<file path="src/rtl/pwm_fader_pkg.sv">
// Shared constants for the PWM fader: default geometry, backlight level
// and where the HPS gp_out word carries the backlight request.
package pwm_fader_pkg;

    localparam int PWM_MAX_VALUE     = 1000;
    localparam int PWM_BITS          = 10;
    localparam int PWM_SCALE         = 250;
    localparam int PWM_SCALE_BITS    = 8;
    localparam int PWM_RAMP_STEP     = 8;
    localparam int BACKLIGHT_DEFAULT = 1000;

    localparam int GP_VALID_BIT = 1;
    localparam int GP_VALUE_LSB = 2;
    localparam int GP_VALUE_MSB = 11;

endpackage

</file>
<file path="src/rtl/pwm_fader_channel.sv">
// One PWM output: clamps the request, ramps the active duty once per
// period and compares it against the shared phase.
module pwm_fader_channel
    import pwm_fader_pkg::*;
#(
    parameter int MAX_VALUE     = PWM_MAX_VALUE,
    parameter int BITS          = PWM_BITS,
    parameter int RAMP_STEP     = PWM_RAMP_STEP,
    parameter int DEFAULT_VALUE = BACKLIGHT_DEFAULT
) (
    input  logic            clock,
    input  logic            reset_n,
    input  logic [BITS-1:0] phase,
    input  logic            wrap,
    input  logic            ramp_enable,
    input  logic [BITS-1:0] target,
    input  logic            target_valid,
    output logic            signal,
    output logic [BITS-1:0] current,
    output logic            settled
);

    localparam logic [BITS:0]   MAX_W  = (BITS+1)'(MAX_VALUE);
    localparam logic [BITS:0]   STEP_W = (BITS+1)'(RAMP_STEP);
    localparam logic [BITS-1:0] MAX_B  = BITS'(MAX_VALUE);
    localparam logic [BITS-1:0] STEP_B = BITS'(RAMP_STEP);
    localparam logic [BITS-1:0] DEF_B  = BITS'(DEFAULT_VALUE);

    logic [BITS-1:0] eff;
    logic [BITS-1:0] nxt;
    logic [BITS:0]   diff;
    logic            up;

    // Out-of-range requests saturate rather than wrap.
    always_comb begin
        eff = DEF_B;
        if (target_valid) begin
            eff = ({1'b0, target} > MAX_W) ? MAX_B : target;
        end
    end

    assign up   = eff > current;
    assign diff = up ? ({1'b0, eff} - {1'b0, current})
                     : ({1'b0, current} - {1'b0, eff});

    // A full step only happens when diff exceeds it, so no under/overflow.
    always_comb begin
        nxt = eff;
        if (ramp_enable && (diff > STEP_W)) begin
            nxt = up ? (current + STEP_B) : (current - STEP_B);
        end
    end

    always_ff @(posedge clock or negedge reset_n) begin
        if (!reset_n) begin
            current <= DEF_B;
            signal  <= 1'b0;
        end else begin
            if (wrap) begin
                current <= nxt;
            end
            signal <= (phase < current);
        end
    end

    assign settled = (current == eff);

endmodule

</file>
<file path="src/rtl/pwm_fader.sv">
// Multi-channel slew-limited PWM: shared prescaler and phase counter
// feeding one ramping comparator per output.
module pwm_fader
    import pwm_fader_pkg::*;
#(
    parameter int CHANNELS      = 2,
    parameter int MAX_VALUE     = PWM_MAX_VALUE,
    parameter int BITS          = PWM_BITS,
    parameter int SCALE         = PWM_SCALE,
    parameter int SCALE_BITS    = PWM_SCALE_BITS,
    parameter int RAMP_STEP     = PWM_RAMP_STEP,
    parameter int DEFAULT_VALUE = BACKLIGHT_DEFAULT
) (
    input  logic                     clock,
    input  logic                     reset_n,
    input  logic [CHANNELS*BITS-1:0] target,
    input  logic [CHANNELS-1:0]      target_valid,
    input  logic                     ramp_enable,
    output logic [CHANNELS-1:0]      signal,
    output logic [CHANNELS*BITS-1:0] current,
    output logic [CHANNELS-1:0]      settled,
    output logic                     period_start
);

    if ((2 ** BITS) <= MAX_VALUE) begin : g_bad_bits
        $error("BITS too narrow for MAX_VALUE");
    end
    if ((2 ** SCALE_BITS) < SCALE) begin : g_bad_scale
        $error("SCALE_BITS too narrow for SCALE");
    end
    if (RAMP_STEP < 1) begin : g_bad_step
        $error("RAMP_STEP must be at least 1");
    end
    if (DEFAULT_VALUE > MAX_VALUE) begin : g_bad_default
        $error("DEFAULT_VALUE exceeds MAX_VALUE");
    end

    localparam logic [SCALE_BITS-1:0] PRE_LAST   = SCALE_BITS'(SCALE - 1);
    localparam logic [BITS-1:0]       PHASE_LAST = BITS'(MAX_VALUE - 1);

    logic [SCALE_BITS-1:0] pre;
    logic [BITS-1:0]       phase;
    logic                  tick;
    logic                  wrap;

    assign tick = (pre == PRE_LAST);
    assign wrap = tick && (phase == PHASE_LAST);

    always_ff @(posedge clock or negedge reset_n) begin
        if (!reset_n) begin
            pre          <= '0;
            phase        <= '0;
            period_start <= 1'b0;
        end else begin
            pre <= tick ? '0 : (pre + 1'b1);
            if (tick) begin
                phase <= (phase == PHASE_LAST) ? '0 : (phase + 1'b1);
            end
            period_start <= wrap;
        end
    end

    for (genvar g = 0; g < CHANNELS; g++) begin : g_ch
        pwm_fader_channel #(
            .MAX_VALUE    (MAX_VALUE),
            .BITS         (BITS),
            .RAMP_STEP    (RAMP_STEP),
            .DEFAULT_VALUE(DEFAULT_VALUE)
        ) u_ch (
            .clock       (clock),
            .reset_n     (reset_n),
            .phase       (phase),
            .wrap        (wrap),
            .ramp_enable (ramp_enable),
            .target      (target[g*BITS +: BITS]),
            .target_valid(target_valid[g]),
            .signal      (signal[g]),
            .current     (current[g*BITS +: BITS]),
            .settled     (settled[g])
        );
    end

endmodule

</file>
<file path="config.mk">
export PLATFORM = sky130hd
export DESIGN_NAME = pwm_fader
export DESIGN_NICKNAME = d
export VERILOG_FILES = /design/src/rtl/pwm_fader_pkg.sv /design/src/rtl/pwm_fader_channel.sv /design/src/rtl/pwm_fader.sv
export SDC_FILE = /design/constraint.sdc
export NUM_CORES = 1
export LEC_CHECK = 0
export ABC_AREA = 1
export BUFFER_PORTS_ARGS = -buffer_cell sky130_fd_sc_hd__buf_4
export CORE_MARGIN = 1
export CORE_UTILIZATION = 35
export DETAILED_ROUTE_END_ITERATION = 10
export GPL_TIMING_DRIVEN = 0
export PLACE_DENSITY = 0.59
export REMOVE_ABC_BUFFERS = 1
export SLEW_MARGIN = 10
export SYNTH_ARGS = -nofsm -noshare
export SYNTH_HDL_FRONTEND = slang
export SYNTH_SLANG_ARGS = --single-unit
export TNS_END_PERCENT = 10
</file>
<file path="constraint.sdc">
create_clock -name clock -period 7.4 [get_ports clock]
set_input_delay 1.11 -clock clock [delete_from_list [all_inputs] [get_ports clock]]
set_output_delay 1.11 -clock clock [all_outputs]
set_load 0.05 [all_outputs]
</file>
==> run metrics, run 1 <==
sequential area share after synthesis 19.5%; hold crit path type flop to flop; DRT antenna net count 0; Initial DRC Count approximately 290; n_diodes 0; Pins Over Slew Limit 0; Synth cell types a little over 40; register share of total power ~36%; # rows between 40 and 50; port bufs slightly below 50; share of layout cells above drive strength 1 about an eighth; post-route clock period utilization about 64%; die width 125 um; Residual DRC 4; setup repair bufs after CTS 0; die height about 130 um; Peak Freq roughly 210 MHz; Register Area about 1000 um^2; Die ar. around 16000 um^2; post-CTS resize count 0; clk buf depth 2; clock skew roughly 4.5 ps; outcome complete, but fails checks; Multi-input gate area about 3700 um^2; Cells after Synth between 800 and 900; clock share of power 40.2%; power consumption between 600 and 700 uW; Area growth syn-to-layout 12.8%; RSZ-0062 raised after global routing no; Core ar. approximately 15000 um^2; Arr. time, crit path between 4000 and 5000 ps; per-cell routed wire length about 13 um; H-tree lvl count 2; final core area utilization 40.9%; total clock sinks 41; largest net degree at the start of global routing 42; PwrDens about 100 nW/um^2; max-capacitance violation count 0; placed wire-length estimate about 12 mm; vias in the first global route between 4000 and 5000; nets@finish 971; via count around 5100; endpoint class of the critical path flop; total clock buffers created by CTS 5; Reg clk slew, reported paths around 60 ps; Least-Margin Pin Slew approximately 1100 ps; hold slack 501 ps; final setup vio count 0; switching share of power between 20% and 30%; Fin. Hold Viols 0; Yosys reg bits just over 40; syn avg cell area 6.44 um^2; WS Path Type input port to flop; initial antenna violation count 0; Worst-Skew Late Latency approximately 280 ps; worst vdd ir ~0.11 mV; CTS tree done; Leak Pwr ~3.2 nW; Comb power frac 24.3%; CP Max Fanout 11; GP Congestion 0.912; Pint between 400 and 500 uW; post-layout min period between 4000 and 5000 ps; Starting Density 36.3%; setup TNS 0 ps; Filler cells 1600; Tot GR Track Use a little under a fifth; CTS root buffer clkbuf_16; Critical Path RT about 7600 ps; mapped cell area roughly 5300 um^2; Ys Warns 0; io pins 50; failing checks DRC; wirelength, routed approximately 14 mm; # hold bufs at CTS 0; vias per cell slightly below 5; critical path launch point type input port; Pre-Repair DR Iteration Count 8; Slew HR 26.3%; Sw Pwr 184 uW; GR Overflow Total 0; first-pass GRT wire length roughly 24 mm
## power groups by stage
stage / Clock [mW] / Sequential (mW) / Combinational [mW]
finish: 0.254 / 0.225 / 0.153
CTS: 0.261 / 0.225 / 0.154
detailed placement: 0 / 0.228 / 0.153
global placement: 0 / 0.228 / 0.153
global route: 0.271 / 0.224 / 0.175
floorplan: 0 / 0.228 / 0.108
## flip-flops by register name (all words and copies together) (netlist names)
register	cells
g_ch.u_ch.signal	2
g_ch.u_ch.current	20
period_start	1
phase	10
pre	8
## layout make-up
| class | instances | share of cell area [%] |
|---|---|---|
| clock buffer | 7 | 2.37 |
| clock inverter | 1 | 0.499 |
| inverter | 133 | 8.30 |
| multi-input combinational | 639 | 61.6 |
| sequential | 41 | 17.3 |
| tap | 184 | 3.83 |
| timing repair buffer | 49 | 6.11 |
## kinds of logic (layout without fill, tap and decap cells)
kind of cell / count (synthesis) / in the layout / share of synthesized area, %
simple gates: 446 / 446 / 37.3
compound gates: 94 / 94 / 9.64
flops: 41 / 41 / 19.5
buf+inv: 149 / 190 / 11.0
xor+xnor: 22 / 22 / 3.61
fa+ha+maj: 77 / 77 / 18.9
## cell usage in the layout, fill, tap and decap left out, types with 2 or more instances in the layout
| master | count |
|---|---|
| inv_1 | 128 |
| nand2_2 | 9 |
| xnor2_1 | 7 |
| dfstp_2 | 12 |
| xor2_1 | 15 |
| nor2_1 | 68 |
| o21ai_1 | 8 |
| nor4_1 | 5 |
| nand3b_1 | 4 |
| nand4_1 | 7 |
| nand2_1 | 244 |
| ha_1 | 71 |
| fa_1 | 6 |
| o21bai_1 | 5 |
| nand3_1 | 74 |
| o211ai_1 | 2 |
| o21ai_0 | 17 |
| clkbuf_16 | 5 |
| nor2_4 | 2 |
| dfrtp_1 | 29 |
| o21ai_2 | 2 |
| nand2_4 | 5 |
| inv_2 | 5 |
| a21oi_1 | 53 |
| nor3_1 | 15 |
| buf_4 | 49 |
| nor2_2 | 5 |
| nand3_2 | 3 |
## path summary, 6_finish.rpt
path,slack [ps],from,cells past startpoint,endpoint
hold reg to reg,500,pre[0],1,pre[0]
hold / removal,500,pre[0],1,pre[0]
setup reg to reg,3730,pre[1],9,phase[9]
max in group asynchronous,6200,reset_n,1,g_ch[0].u_ch.current[5]
min in group asynchronous,800,reset_n,1,g_ch[0].u_ch.current[1]
setup / recovery,2640,target[0],22,g_ch[0].u_ch.current[9]
## per-layer routing
metal	track usage [%]	vias up	routed length [um]
met3	2.23	8	350
met1	25.7	2297	7320
met2	30.5	72	6200
met4	4.38	0	147
li1	-	2729	-
met5	0	-	0
## synth_stat cells (all sizes together)
master | count | area (um^2)
clkbuf | 4 | 15.0
buf | 12 | 75.1
nor4 | 6 | 43.8
nand2 | 259 | 1050
a211o | 1 | 8.76
a31oi | 1 | 6.26
a21boi | 1 | 7.51
dfstp | 12 | 315
o21a | 1 | 7.51
dfrtp | 29 | 726
nor3 | 16 | 85.1
fa | 6 | 120
o31ai | 1 | 7.51
nand4 | 7 | 43.8
nand3b | 5 | 41.3
a21oi | 54 | 274
xor2 | 15 | 131
inv | 133 | 499
a21o | 1 | 7.51
ha | 71 | 888
nand3 | 78 | 418
nor2 | 75 | 309
o21ai | 27 | 143
o211ai | 2 | 15.0
xnor2 | 7 | 61.3
o21bai | 5 | 37.5
## critical path, cell delays in order
cell      delay (ps)
buf_4            110
nor2_1            90
nand2_1           50
a21oi_1          290
nor4_1            80
nor2_1           380
nand2_1          220
ha_1             510
nand3_1          190
nand3b_2         320
nand2_4          200
ha_1             300
a21oi_1          180
nand2_1           70
nand2_1           70
nand2_1           50
a21oi_1          150
xor2_1           180
xor2_1           160
nand3_1           90
nand3_1           90
nand2_1           50
## stage by stage
step / instances / instance area (um^2) / setup WS [ps]
final: 1054 / 6020 / 2640
after global routing: 1054 / 6020 / 2230
after CTS: 1054 / 6020 / 2660
after detailed placement: 1046 / 5840 / 2360
after global placement: 1046 / 5840 / 2370
after floorplan: 813 / 5250 / 2540
Power figures use the tool's default switching activity.
==> run 2, diff against run 1 <==
--- a/config.mk
+++ b/config.mk
@@ -11,7 +11,7 @@
 export CORE_UTILIZATION = 35
 export DETAILED_ROUTE_END_ITERATION = 10
 export GPL_TIMING_DRIVEN = 0
-export PLACE_DENSITY = 0.59
+export PLACE_DENSITY = 0.61
 export REMOVE_ABC_BUFFERS = 1
 export SLEW_MARGIN = 10
 export SYNTH_ARGS = -nofsm -noshare
==> constraint.sdc (replaced) <==
create_clock -name clock -period 4.3 [get_ports clock]
set_input_delay 0.645 -clock clock [delete_from_list [all_inputs] [get_ports clock]]
set_output_delay 0.645 -clock clock [all_outputs]
set_load 0.05 [all_outputs]
==> run metrics, run 2 (synthesis gave the netlist of run 1 again) <==
Initial DRC Count 370 (was 293); Peak Freq ~260 MHz; CP Max Fanout 11 (unchanged); Residual DRC 3 (was 4); failing checks DRC (unchanged); GP Congestion 0.904 (was 0.912); Reg clk slew, reported paths 60 ps (about the same); CTS tree done (unchanged); clock share of power 40.2% (about the same); Core ar. 14700 um^2 (unchanged); H-tree lvl count 2 (unchanged); # rows 44 (unchanged); Worst R2R Setup Slack 660 ps (was 3730 ps); via count 5232 (was 5106); hold crit path type input port to async pin (was flop to flop); critical path launch point type input port (unchanged); R2R Path End phase[2] (was phase[9]); Sw Pwr 324 uW (was 184 uW); R2R Path Start pre[1] (unchanged); Critical Path RT 4520 ps (was 7620 ps); worst vdd ir 0.140 mV (was 0.108 mV); Least-Margin Pin Slew 1080 ps (was 1100 ps); max reg flops 20 (unchanged); Tot GR Track Use 18.5% (about the same); Slew HR 27.7% (was 26.3%); Fin. Hold Viols 0 (unchanged); PwrDens 181 nW/um^2 (was 105 nW/um^2); wirelength, routed 14.1 mm (was 14.0 mm); Pint 772 uW (was 447 uW); placed wire-length estimate 11.4 mm (was 11.6 mm); largest net degree at the start of global routing 42 (unchanged); total clock sinks 41 (unchanged); CTS root buffer clkbuf_16 (unchanged); switching share of power 29.5% (was 29.2%); Largest Register g_ch.u_ch.current (unchanged); hold slack 346 ps (was 501 ps); Worst-Skew Late Latency 280 ps (about the same); most frequent cells in the layout nand2_1 (242), inv_1 (128), nand3_1 (74) (was nand2_1 (244), inv_1 (128), nand3_1 (74)); Worst path slowest cell ha_2 (was ha_1); most common cell after layout, fill and taps aside nand2_1 (unchanged); WS Path Type input port to flop (unchanged); port bufs 49 (unchanged); worst setup margin 406 ps (was 2640 ps); Leak Pwr 3.26 nW (was 3.25 nW); nets@finish 972 (was 971); post-layout min period 3890 ps; Die ar. 15700 um^2 (unchanged); io pins 50 (unchanged); Pins Over Slew Limit 0 (unchanged); # hold bufs at CTS 0 (unchanged); max-capacitance violation count 0 (unchanged); final core area utilization 41.3% (was 40.9%); n_diodes 0 (unchanged); die width 125 um (unchanged); power consumption 1.10 mW (was 632 uW); Arr. time, crit path 4110 ps (was 4980 ps); Pre-Repair DR Iteration Count 8 (unchanged); total clock buffers created by CTS 5 (unchanged); pre-CTS setup slack -281 ps (was 2360 ps); GR Overflow Total 0 (unchanged); per-cell routed wire length 13.4 um (was 13.3 um); vias per cell 4.96 (was 4.84); outcome complete, but fails checks (unchanged); Crit path top cell by count nand2_1 (unchanged); Max stage delay on crit path 450 ps (was 510 ps); share of layout cells above drive strength 1 13.3% (was 12.1%); Area growth syn-to-layout 13.8% (was 12.8%); clock skew 5.17 ps (was 4.52 ps); register share of total power 35.3% (was 35.6%); post-route clock period utilization approximately nine tenths; Comb power frac 24.5% (was 24.3%); vias in the first global route 4777 (was 4778); final setup vio count 0 (unchanged); clk buf depth 2 (unchanged); endpoint class of the critical path flop (unchanged); reg2reg path depth 9 (unchanged); DRT antenna net count 0 (unchanged); die height 125 um (unchanged); Starting Density 36.3% (unchanged); initial antenna violation count 0 (unchanged); Largest regs g_ch.u_ch.current: 20 flops, phase: 10 flops, pre: 8 flops (unchanged); first-pass GRT wire length 23.8 mm (was 23.5 mm)
## run 2: through the flow
stage | instance area [um^2] | TNS [ps] | std cells
2_1_floorplan | 5250 | 0 | 813
3_3_place_gp | 5840 | -493 | 1046
3_5_place_dp | 5840 | -533 | 1046
4_1_cts | 6020 | 0 | 1054
5_1_grt | 6070 | -4.02 | 1055
6_report | 6070 | 0 | 1055
## run 2: how the worst max path moves through the flow
stage | startpoint | endpoint | depth (start not counted)
6_report | target[0] | g_ch[0].u_ch.current[9] | 25
5_1_grt | target[0] | g_ch[0].u_ch.current[9] | 28
4_1_cts | target[0] | g_ch[0].u_ch.current[9] | 22
3_5_place_dp | target[0] | g_ch[0].u_ch.current[9] | 22
3_3_place_gp | target[0] | g_ch[0].u_ch.current[9] | 22
2_1_floorplan | target[9] | settled[0] | 8
## run 2: cell type report
class                           instances  area (um^2)
Fill cell                            1587         8630
Multi-Input combinational cell        639         3750
Sequential cell                        41         1040
Inverter                              133          499
Timing Repair Buffer                   50          375
Tap cell                              184          230
Clock buffer                            7          143
Clock inverter                          1         30.0
## run 2: power groups by stage
stage | combinational (mW) | sequential [mW] | clock (mW)
floorplan | 0.185 | 0.393 | 0
global placement | 0.262 | 0.393 | 0
detailed placement | 0.261 | 0.393 | 0
CTS | 0.264 | 0.386 | 0.453
global route | 0.306 | 0.386 | 0.471
finish | 0.269 | 0.386 | 0.441
## run 2: critical path, delay by kind of cell
family	cells	cell delay, ps
adders and majority gates	2	810
xor gates and xnor gates	2	350
AOI/OAI and AO/OA	3	560
buffers and inverters	2	270
and+or+nand+nor	16	1450
## run 2: metal layers
metal,part of all wire [%],GRT usage [%],up-vias
met1,51,27.1,2360
met3,4.1,2.35,19
met4,1.2,3.44,0
met5,0,0,-
met2,44,29.0,124
li1,-,-,2729
## run 2: what timing repair did
item / in CTS / in global routing
endpoints found under the setup margin: 1 / 3
setup buffers: 0 / 1
resized for setup: 1 / 11
pin swaps: 0 / 2
==> run 3, diff against run 2 <==
--- a/config.mk
+++ b/config.mk
@@ -5,7 +5,6 @@
 export SDC_FILE = /design/constraint.sdc
 export NUM_CORES = 1
 export LEC_CHECK = 0
-export ABC_AREA = 1
 export BUFFER_PORTS_ARGS = -buffer_cell sky130_fd_sc_hd__buf_4
 export CORE_MARGIN = 1
 export CORE_UTILIZATION = 35
==> run metrics, run 3 <==
io pins 50 (unchanged); Synth cell types 71 (was 41); first-pass GRT wire length 20.3 mm (was 23.8 mm); endpoint class of the critical path flop (unchanged); Primary FF master, synth dfrtp_1 (unchanged); Slew HR 62.3% (was 27.7%); final core area utilization 43.0% (was 41.3%); met3 usage 2.16% (was 2.35%); WP buf/inv 4 (was 2); Placed Area 5450 um^2 (was 5840 um^2); ys async rst share 100% (unchanged); CTS tree done (unchanged); sequential area share after synthesis 21.0% (was 19.5%); grt met1 use 24.5% (was 27.1%); CP Cell Sequence buf_4 -> or3_4 -> a21oi_4 -> o31a_1 -> nor2b_4 -> inv_2 -> ha_4 -> o21ai_2 -> a21oi_2 -> o41ai_2 -> buf_4 -> o21bai_1 -> or4_1 -> nand4_1 -> a32oi_2 -> o21ai_4 -> buf_12 -> mux2i_1 -> o21ai_1; Critical Path RT 4500 ps (was 4520 ps); GR Overflow Total 0 (unchanged); Initial DRC Count 235 (was 370); most common cell after layout, fill and taps aside ha_1 (was nand2_1); clock skew 6.36 ps (was 5.17 ps); power consumption 1.07 mW (was 1.10 mW); post-layout min period 4180 ps (was 3890 ps); Tot GR Track Use 17.3% (was 18.5%); Worst-Skew Late Latency 290 ps (was 280 ps); Residual DRC 0 (was 3); Starting Density 35.8% (was 36.3%); placed wire-length estimate 9.66 mm (was 11.4 mm); pre-CTS setup slack -739 ps (was -281 ps); total clock sinks 41 (unchanged); Core ar. 13800 um^2 (was 14700 um^2); grt met2 use 27.9% (was 29.0%); reg2reg path depth 17 (was 9); RSZ-0062 raised after global routing yes; post-route clock period utilization 97.1% (was 90.5%); Design Area, Final 5950 um^2 (was 6070 um^2); Arr. time, crit path 4380 ps (was 4110 ps); Largest Register g_ch.u_ch.current (unchanged); critical path launch point type input port (unchanged); Area growth syn-to-layout 20.2% (was 13.8%); grt peak-use layer met2 (unchanged); Least-Margin Pin Slew 565 ps (was 1080 ps); clk buf depth 2 (unchanged); Reg clk slew, reported paths 70 ps (was 60 ps); Yosys top cell area share 17.9% (was 17.2%); # hold bufs at CTS 0 (unchanged); most common cell in the netlist ha_1 (was nand2_1); syn avg cell area 8.36 um^2 (was 6.44 um^2); via count 4327 (was 5232); Leak Pwr 2.95 nW (was 3.26 nW); nets@finish 751 (was 972); worst vdd ir 0.149 mV (was 0.140 mV); n_diodes 0 (unchanged); synth top area cells ha_1 (18%), dfrtp_1 (15%), dfstp_2 (6.4%) (was nand2_1 (17%), ha_1 (17%), dfrtp_1 (14%)); Largest regs g_ch.u_ch.current: 20 flops, phase: 10 flops, pre: 8 flops (unchanged); mapped cell area 4950 um^2 (was 5340 um^2); total clock buffers created by CTS 5 (unchanged); CP Max Fanout 8 (was 11); Cells after Synth 592 (was 829); crit-path leading delay family compound AO/OA/AOI/OAI gates (was simple AND/OR/NAND/NOR gates); DRT antenna net count 0 (unchanged); H-tree lvl count 2 (unchanged); CTS root buffer clkbuf_16 (unchanged); max-capacitance violation count 0 (unchanged); Crit path top cell by count buf_4 (was nand2_1); Worst path depth 19 (was 25); vias per cell 5.21 (was 4.96); PwrDens 180 nW/um^2 (was 181 nW/um^2); GP Congestion 0.856 (was 0.904); Peak Freq 239 MHz (was 257 MHz); # rows 43 (was 44); R2R Path End g_ch[1].u_ch.current[9] (was phase[2]); Worst path slowest cell o41ai_2 (was ha_2); Pins Over Slew Limit 0 (unchanged); hold crit path type input port to async pin (unchanged); Yosys reg bits 41 (unchanged); Pre-Repair DR Iteration Count 4 (was 8); die width 121 um (was 125 um); worst setup margin 124 ps (was 406 ps); per-cell routed wire length 15.4 um (was 13.4 um); wirelength, routed 12.7 mm (was 14.1 mm); Fin. Hold Viols 0 (unchanged); vias in the first global route 4081 (was 4777); WS Path Type input port to flop (unchanged); Synth area leader ha_1 (was nand2_1); Worst R2R Setup Slack 610 ps (was 660 ps); setup TNS 0 ps (unchanged); most frequent cells in the layout ha_1 (64), buf_4 (63), inv_1 (53) (was nand2_1 (242), inv_1 (128), nand3_1 (74)); outcome finished clean (was complete, but fails checks); Ys Warns 0 (unchanged); Die ar. 14600 um^2 (was 15700 um^2); Post-synth EDFFs 0 (unchanged); Max stage delay on crit path 430 ps (was 450 ps); max reg flops 20 (unchanged); final setup vio count 0 (unchanged); share of layout cells above drive strength 1 22.6% (was 13.3%); port bufs 49 (unchanged); largest net degree at the start of global routing 42 (unchanged); R2R Path Start g_ch[1].u_ch.current[6] (was pre[1]); initial antenna violation count 0 (unchanged); die height 121 um (was 125 um); commonest cells in the netlist ha_1 (71), inv_1 (57), nand2_1 (44) (was nand2_1 (244), inv_1 (128), nand3_1 (74))
run 3: cell type report:
type | count | area [um^2]
clock buffer | 5 | 125
multi-input combinational | 476 | 3780
sequential | 41 | 1040
tap | 180 | 225
fill | 1377 | 7880
timing repair buffer | 68 | 538
clock inverter | 3 | 25.0
inverter | 57 | 216
run 3: repair_timing:
item                       in CTS  in global routing
gates resized for setup         9                 35
gates cloned                    0                  1
setup buffers                   2                 15
setup endpoints to repair      12                 20
pin swaps                       2                 17
run 3: per-stage QoR:
| stage | std cells | hold WS (ps) |
|---|---|---|
| floorplan | 573 | 349 |
| global placement | 802 | 481 |
| detailed placement | 804 | 490 |
| CTS | 814 | 371 |
| global route | 830 | 390 |
| finish | 830 | 342 |
run 3: worst reg2reg max path, delay by kind of cell (launching register included):
family | cells | cell delay [ps]
xor+xnor | 1 | 190
mux | 1 | 130
buf+inv | 2 | 210
simple gates | 3 | 470
compound gates | 8 | 1330
flops | 1 | 580
fa+ha+maj | 2 | 700
run 3: cells by family after synthesis:
kind of cell	after synthesis	share of synthesized area (%)
simple gates	191	20.8
compound gates	158	21.7
fa+ha+maj	77	20.4
buf+inv	76	6.88
flops	41	21.0
xor+xnor	30	5.31
mux	19	3.87
run 3: power by group:
| group | leakage [nW] | switching, mW | internal (mW) | total, mW |
|---|---|---|---|---|
| clock network | 0.0704 | 0.173 | 0.218 | 0.391 |
| logic | 2.41 | 0.159 | 0.128 | 0.287 |
| registers | 0.473 | 0.00336 | 0.388 | 0.392 |
| total | 2.95 | 0.335 | 0.735 | 1.07 |
run 3: worst max path at each step:
stage / from / to
after global placement: target[10] / g_ch[1].u_ch.current[9]
after CTS: target[0] / g_ch[0].u_ch.current[9]
after global routing: target[10] / g_ch[1].u_ch.current[9]
after detailed placement: target[10] / g_ch[1].u_ch.current[9]
after floorplan: target[0] / settled[0]
final: target[0] / g_ch[0].u_ch.current[6]
run 3: layer usage:
metal | vias up | part of all wire (%)
met3 | 10 | 2.2
met1 | 2071 | 50
met4 | 0 | 0.93
li1 | 2203 | -
met5 | - | 0
met2 | 43 | 47
